<file path="src/rtl/id_ex_reg.sv">
// ID/EX pipeline register for the 5-stage MIPS datapath: carries decoded fields,
// operands and control into EX. Also inserts load-use bubbles, handles flush and a sticky halt.
module id_ex_reg (
    input  logic        CLK,
    input  logic        RST,
    input  logic        enable,
    input  logic        flush,
    input  logic [5:0]  id_opcode,
    input  logic [4:0]  id_rs,
    input  logic [4:0]  id_rt,
    input  logic [4:0]  id_rd,
    input  logic [4:0]  id_shamt,
    input  logic [5:0]  id_funct,
    input  logic [15:0] id_imm,
    input  logic        id_uses_rt,
    input  logic [31:0] id_rdat1,
    input  logic [31:0] id_rdat2,
    input  logic [31:0] id_npc,
    input  logic        id_WEN,
    input  logic [1:0]  id_reg_dest,
    input  logic [3:0]  id_alu_op,
    input  logic [1:0]  id_alu_src,
    input  logic        id_mem_ren,
    input  logic        id_mem_wen,
    input  logic [1:0]  id_mem_to_reg,
    input  logic        id_halt,
    output logic [5:0]  ex_opcode,
    output logic [4:0]  ex_rs,
    output logic [4:0]  ex_rt,
    output logic [4:0]  ex_rd,
    output logic [4:0]  ex_shamt,
    output logic [5:0]  ex_funct,
    output logic [15:0] ex_imm,
    output logic [31:0] ex_rdat1,
    output logic [31:0] ex_rdat2,
    output logic [31:0] ex_npc,
    output logic        ex_WEN,
    output logic [1:0]  ex_reg_dest,
    output logic [3:0]  ex_alu_op,
    output logic [1:0]  ex_alu_src,
    output logic        ex_mem_ren,
    output logic        ex_mem_wen,
    output logic [1:0]  ex_mem_to_reg,
    output logic        ex_halt,
    output logic        ex_valid,
    output logic        ld_use_stall,
    output logic        halted,
    output logic [15:0] bubble_cnt
);

    typedef struct packed {
        logic [5:0]  opcode;
        logic [4:0]  rs;
        logic [4:0]  rt;
        logic [4:0]  rd;
        logic [4:0]  shamt;
        logic [5:0]  funct;
        logic [15:0] imm;
        logic [31:0] rdat1;
        logic [31:0] rdat2;
        logic [31:0] npc;
        logic        wen;
        logic [1:0]  reg_dest;
        logic [3:0]  alu_op;
        logic [1:0]  alu_src;
        logic        mem_ren;
        logic        mem_wen;
        logic [1:0]  mem_to_reg;
        logic        halt;
    } stage_t;

    localparam logic [15:0] CNT_MAX = 16'hFFFF;

    stage_t id_stage;
    stage_t ex_q;
    logic   hazard;

    assign id_stage = '{
        opcode:     id_opcode,
        rs:         id_rs,
        rt:         id_rt,
        rd:         id_rd,
        shamt:      id_shamt,
        funct:      id_funct,
        imm:        id_imm,
        rdat1:      id_rdat1,
        rdat2:      id_rdat2,
        npc:        id_npc,
        wen:        id_WEN,
        reg_dest:   id_reg_dest,
        alu_op:     id_alu_op,
        alu_src:    id_alu_src,
        mem_ren:    id_mem_ren,
        mem_wen:    id_mem_wen,
        mem_to_reg: id_mem_to_reg,
        halt:       id_halt
    };

    // A load in EX whose destination is a source of the instruction sitting in ID.
    assign hazard = ex_valid && ex_q.mem_ren && ex_q.wen && (ex_q.rt != 5'd0) &&
                    ((ex_q.rt == id_rs) || ((ex_q.rt == id_rt) && id_uses_rt));

    // Deliberately not gated by enable so the upstream freeze survives a cache wait.
    assign ld_use_stall = hazard && !flush && !halted;

    // NOTE: state registers use non-blocking assignments so every flop samples
    // pre-edge values, independent of statement order.
    always_ff @(posedge CLK or posedge RST) begin
        if (RST) begin
            ex_q       <= '0;
            ex_valid   <= 1'b0;
            halted     <= 1'b0;
            bubble_cnt <= '0;
        end else if (!halted && enable) begin
            if (flush) begin
                ex_q     <= '0;
                ex_valid <= 1'b0;
            end else if (hazard) begin
                ex_q     <= '0;
                ex_valid <= 1'b0;
                if (bubble_cnt != CNT_MAX) begin
                    bubble_cnt <= bubble_cnt + 16'd1;
                end
            end else begin
                ex_q     <= id_stage;
                ex_valid <= 1'b1;
                if (id_halt) begin
                    halted <= 1'b1;
                end
            end
        end
    end

    assign ex_opcode     = ex_q.opcode;
    assign ex_rs         = ex_q.rs;
    assign ex_rt         = ex_q.rt;
    assign ex_rd         = ex_q.rd;
    assign ex_shamt      = ex_q.shamt;
    assign ex_funct      = ex_q.funct;
    assign ex_imm        = ex_q.imm;
    assign ex_rdat1      = ex_q.rdat1;
    assign ex_rdat2      = ex_q.rdat2;
    assign ex_npc        = ex_q.npc;
    assign ex_WEN        = ex_q.wen;
    assign ex_reg_dest   = ex_q.reg_dest;
    assign ex_alu_op     = ex_q.alu_op;
    assign ex_alu_src    = ex_q.alu_src;
    assign ex_mem_ren    = ex_q.mem_ren;
    assign ex_mem_wen    = ex_q.mem_wen;
    assign ex_mem_to_reg = ex_q.mem_to_reg;
    assign ex_halt       = ex_q.halt;

endmodule

</file>
<file path="config.mk">
export PLATFORM = sky130hd
export DESIGN_NAME = id_ex_reg
export DESIGN_NICKNAME = d
export VERILOG_FILES = /design/src/rtl/id_ex_reg.sv
export SDC_FILE = /design/constraint.sdc
export NUM_CORES = 1
export LEC_CHECK = 0
export CORE_AREA = 3 3 132 134
export CTS_CLUSTER_SIZE = 14
export DETAILED_ROUTE_END_ITERATION = 7
export DIE_AREA = 0 0 135 137
export PLACE_DENSITY = 0.85
export SLEW_MARGIN = 20
export SYNTH_ARGS = -nofsm -noshare
export SYNTH_HDL_FRONTEND = slang
export SYNTH_SLANG_ARGS = --single-unit
</file>
<file path="constraint.sdc">
create_clock -name CLK -period 19 [get_ports CLK]
set_input_delay 4.75 -clock CLK [delete_from_list [all_inputs] [get_ports CLK]]
set_output_delay 4.75 -clock CLK [all_outputs]
set_load 0.05 [all_outputs]
</file>
==> results.md <==
- The flow ran to the end, and the final reports show no timing, DRC or antenna violations.
- The maximum number of pins on one net before global-route repair is 95.
- The clock tree buffer depth is 2.
- The total clock buffers created by CTS is 17.
- The worst hold path begins at ex_rdat2[23].
- The detailed router placed 5330 vias in this run.
- The end-of-flow core utilization is 65.3%.
- After detailed routing, the number of vias per cell comes to 5.25.
- The post-route netlist has 5.03% of its cells at a drive strength greater than 1.
- The quantity of I/O buffers inserted on ports is 339.
- Setup repair after global routing left no endpoint under its margin.
- Of the total synthesized cell area, the portion taken by AND, OR, NAND and NOR gates is 4.15%.
- Across all register-to-register paths, the minimum setup slack is 15.12 ns.
- The type of the worst setup path is input pin to output port.
- Setup violations remaining at the end of the flow were counted as 0.
- The die covers 18500 um^2.
- TritonCTS built the clock tree.
- The switching share of power is 42.1%.
- The width of the die is 135 um.
- The synthesized netlist devotes 22.0% of its cell area to compound gates.
- The top fanout value on the critical path is 17.
- The clock network burns 21.4% of the power.
- Summed over all failing endpoints, the final setup total negative slack is 0 ns.
- The count of hold-fix buffers inserted at cts is 0.
- For this run, the total global-route usage over all layers was measured as 21.0%.
- The least setup slack across all paths after layout is 7.22 ns.
- The hold path depth is 1.
- The distinct cell type count of the synthesized netlist is 27.
- Row generation in the floorplan step produced 47 rows.
- By area, the combinational part of the netlist is dominated by compound AO/OA/AOI/OAI gates.
- The number of gates resized after CTS was 0.
- The number of endpoints with negative hold slack in the final report is 0.
- The antenna diode instance count is 0.
- For the pin with the worst max-slew slack, the measured transition is 0.988 ns.
- For this design the top-level I/O count stands at 340.
- In the synthesized netlist, mux cells make up 0.170% of the area.
- Hold is met by 0.504 ns.
- Walking the worst path, the cells encountered are clkdlybuf4s50_1, xnor2_1, nand4_1, o22ai_1, buf_4, nand2_1, nor3_1, clkdlybuf4s50_1.
- The arithmetic-cell share of the synthesized area counting full adders, half adders and majority gates is 0.189%.
- After floorplanning, the core was sized to cover 16400 um^2.
- The signed area change from the synthesized netlist to the final layout is 62.2%.
- The worst path arrival time is 7.03 ns.
- The worst setup path is captured at an output port.
- During synthesis, Yosys emitted a total of 0 warnings.
- For the final database, setup skew stands at 0.0134 ns.
- The number of nets with antenna violations after routing is 0.
- The largest single stage delay on the critical path is 0.84 ns.
- In the synthesized netlist, the number of instances is 458.
- The cell type with the highest occurrence count on the critical path is sky130_fd_sc_hd__clkdlybuf4s50_1.
- For this run, the detailed router's first-pass iteration total came to 4.
- The net switching power is 705 uW.
- The mean routed wirelength per cell is 19.9 um.
- For this design, the slowest cell found on the critical path is sky130_fd_sc_hd__clkdlybuf4s50_1.
- The mean area per synthesized cell is 14.4 um^2.
- The final estimated routing congestion in global placement is 0.802.
- The number of DRC markers in iteration 0 is 297.
- After clock tree synthesis, the clock-pin slew on the worst setup and hold paths is 0.06 ns.
- For this design, the sink count on the clock tree is 176.
- For the worst flop-to-flop path, the logic depth is 6.
- The via count of the first global-routing pass is 5360.
- The ratio of final minimum period to clock period is 62.0%.
- CTS placed an instance of sky130_fd_sc_hd__clkbuf_16 at the clock tree root.
- For this design the static power due to leakage is 4.61 nW.
- The worst min-delay path class is register to register.
- Counting I/O delays and the setup requirement, the final critical path takes 11.78 ns.
- Summed over all layers, the routed wires come to 20.3 mm.
- The final count of pins violating max slew is 0.
- The xor and xnor area share after synthesis is 3.31%.
- The part of the Yosys area used for sequential elements is 66.6%.
- The wire length of the first global-routing pass is 30.4 mm.
- In this run the critical register-to-register path is launched from ex_rt[1].
- The ratio of total power to cell area is 156 nW/um^2.
- The total overflow reported by the global router is 0.
- The cell-internal power is 969 uW.
- The highest clock rate is 84.9 MHz.
- The flip-flop and latch count after synthesis is 176.
- The post-route DRC violation count is 0.
- The startpoint kind of the worst setup timing path is an input pin.
- Clock latency on the worst-skew pair, taken at its later pin, is 0.42 ns.
- The worst pin sits at a relative slew slack of 34.1%.
- In this run the post-CTS setup repair buffer count came out at 0.
- The path with the worst hold slack has its endpoint at ex_rdat2[23].
- The worst supply voltage drop on vdd is 0.0866 mV.
- Synthesis produced a netlist with a net count of 622.
- After layout, the design draws a total of 1.67 mW.
- The deepest level of the CTS H-tree is 4.
- After the last flow step, the layout net total stands at 949.
- The pre-CTS setup slack is 7.20 ns.
- The portion of total power attributed to sequential cells is 32.4%.
- The tool flagged a number of max-cap violations equal to 0.
- In this run, the combinational gates consume 46.2% of the power.
- The synthesized netlist occupies a cell area of 6610 um^2.
- Detailed placement ended at an HPWL of 14.3 mm.
- The number of antenna violations at the first check in global routing is 0.
- From bottom edge to top edge, the die measures 137 um.
- The starting utilization of the core area is 40.3%.
- The end of the worst register-to-register path is ex_npc[22].
- The worst path required time is 14.25 ns.
==> synthesized netlist by cell type <==
cell	count	area share, %
sky130_fd_sc_hd__clkbuf_1	20	1.1
sky130_fd_sc_hd__nand2_1	7	0.40
sky130_fd_sc_hd__and4_1	2	0.27
sky130_fd_sc_hd__o2111a_1	1	0.17
sky130_fd_sc_hd__o22ai_1	1	0.095
sky130_fd_sc_hd__nor2_1	4	0.23
sky130_fd_sc_hd__a21boi_2	1	0.17
sky130_fd_sc_hd__a22o_1	158	21
sky130_fd_sc_hd__dfrtp_1	176	67
sky130_fd_sc_hd__nand4_1	12	1.1
sky130_fd_sc_hd__buf_2	6	0.45
sky130_fd_sc_hd__nor3b_1	1	0.11
sky130_fd_sc_hd__a21o_1	2	0.23
sky130_fd_sc_hd__inv_1	2	0.11
sky130_fd_sc_hd__mux2_2	1	0.17
sky130_fd_sc_hd__and3_1	4	0.38
sky130_fd_sc_hd__nand3_1	12	0.91
sky130_fd_sc_hd__ha_1	1	0.19
sky130_fd_sc_hd__nand2b_1	1	0.095
sky130_fd_sc_hd__buf_6	11	1.9
sky130_fd_sc_hd__or4_1	1	0.11
sky130_fd_sc_hd__o2111ai_1	1	0.13
sky130_fd_sc_hd__xnor2_1	25	3.3
sky130_fd_sc_hd__o31a_1	1	0.13
sky130_fd_sc_hd__nor3_1	5	0.38
sky130_fd_sc_hd__a31oi_1	1	0.095
sky130_fd_sc_hd__nand4b_1	1	0.13
==> stage by stage <==
stage / area [um^2] / cells
final: 10700 / 1016
after global routing: 10700 / 1016
after CTS: 10700 / 1016
after detailed placement: 10100 / 986
after global placement: 10100 / 986
after floorplan: 6610 / 458
==> power groups by stage <==
stage	clock network, mW	registers, mW	logic (mW)
global placement	0	0.543	0.771
detailed placement	0	0.547	0.778
finish	0.358	0.543	0.773
CTS	0.366	0.542	0.780
global route	0.384	0.555	0.800
floorplan	0	0.905	0.127
==> worst max-delay path by stage <==
stage / from / to / slack, ns
6_report: id_rt[4] / ld_use_stall / 7.22
4_1_cts: id_rt[4] / ld_use_stall / 7.18
3_3_place_gp: id_rt[4] / ld_use_stall / 7.25
2_1_floorplan: id_rs[4] / ld_use_stall / 7.45
3_5_place_dp: id_rt[4] / ld_use_stall / 7.20
5_1_grt: id_rt[4] / ld_use_stall / 7.12
==> final cells by class <==
cell class                      instances  area (um^2)
Multi-Input combinational cell        243         1980
Inverter                                2         12.5
Timing Repair Buffer                  345         3440
Clock inverter                         12          160
Clock buffer                           18          439
Tap cell                              220          275
Fill cell                            1215         5690
Sequential cell                       176         4400
==> metal layers <==
metal / global-route usage, % / wire length (um)
met5: 0 / 0
met4: 6.94 / 439
met3: 7.94 / 1740
met2: 34.2 / 10000
met1: 26.1 / 8050
==> cells in the final DEF, fill, tap and decap left out, drive strengths merged <==
cell type,count
a21boi,1
a21o,2
a22o,158
a31oi,1
and3,4
and4,2
buf,6
bufinv,3
clkbuf,18
clkdlybuf4s50,339
clkinv,2
clkinvlp,4
dfrtp,176
ha,1
inv,5
mux2,1
nand2,7
nand2b,1
nand3,12
nand4,12
nand4b,1
nor2,4
nor3,5
nor3b,1
o2111a,1
o2111ai,1
o22ai,1
o31a,1
or4,1
xnor2,25
==> worst max-delay path, delay by kind of cell <==
kind            cells  cell delay [ns]
compound gates      1             0.16
buf+inv             3             1.61
simple gates        3             0.36
xor+xnor            1             0.16
==> logic make-up (layout without fill, tap and decap cells) <==
kind of cell / after synthesis / in the layout
DFF: 176 / 176
AOI/OAI and AO/OA: 166 / 166
and+or+nand+nor: 50 / 50
buffers and inverters: 39 / 377
xor gates and xnor gates: 25 / 25
adders and majority gates: 1 / 1
muxes: 1 / 1
Note: power is estimated with default switching activity, not from simulation.
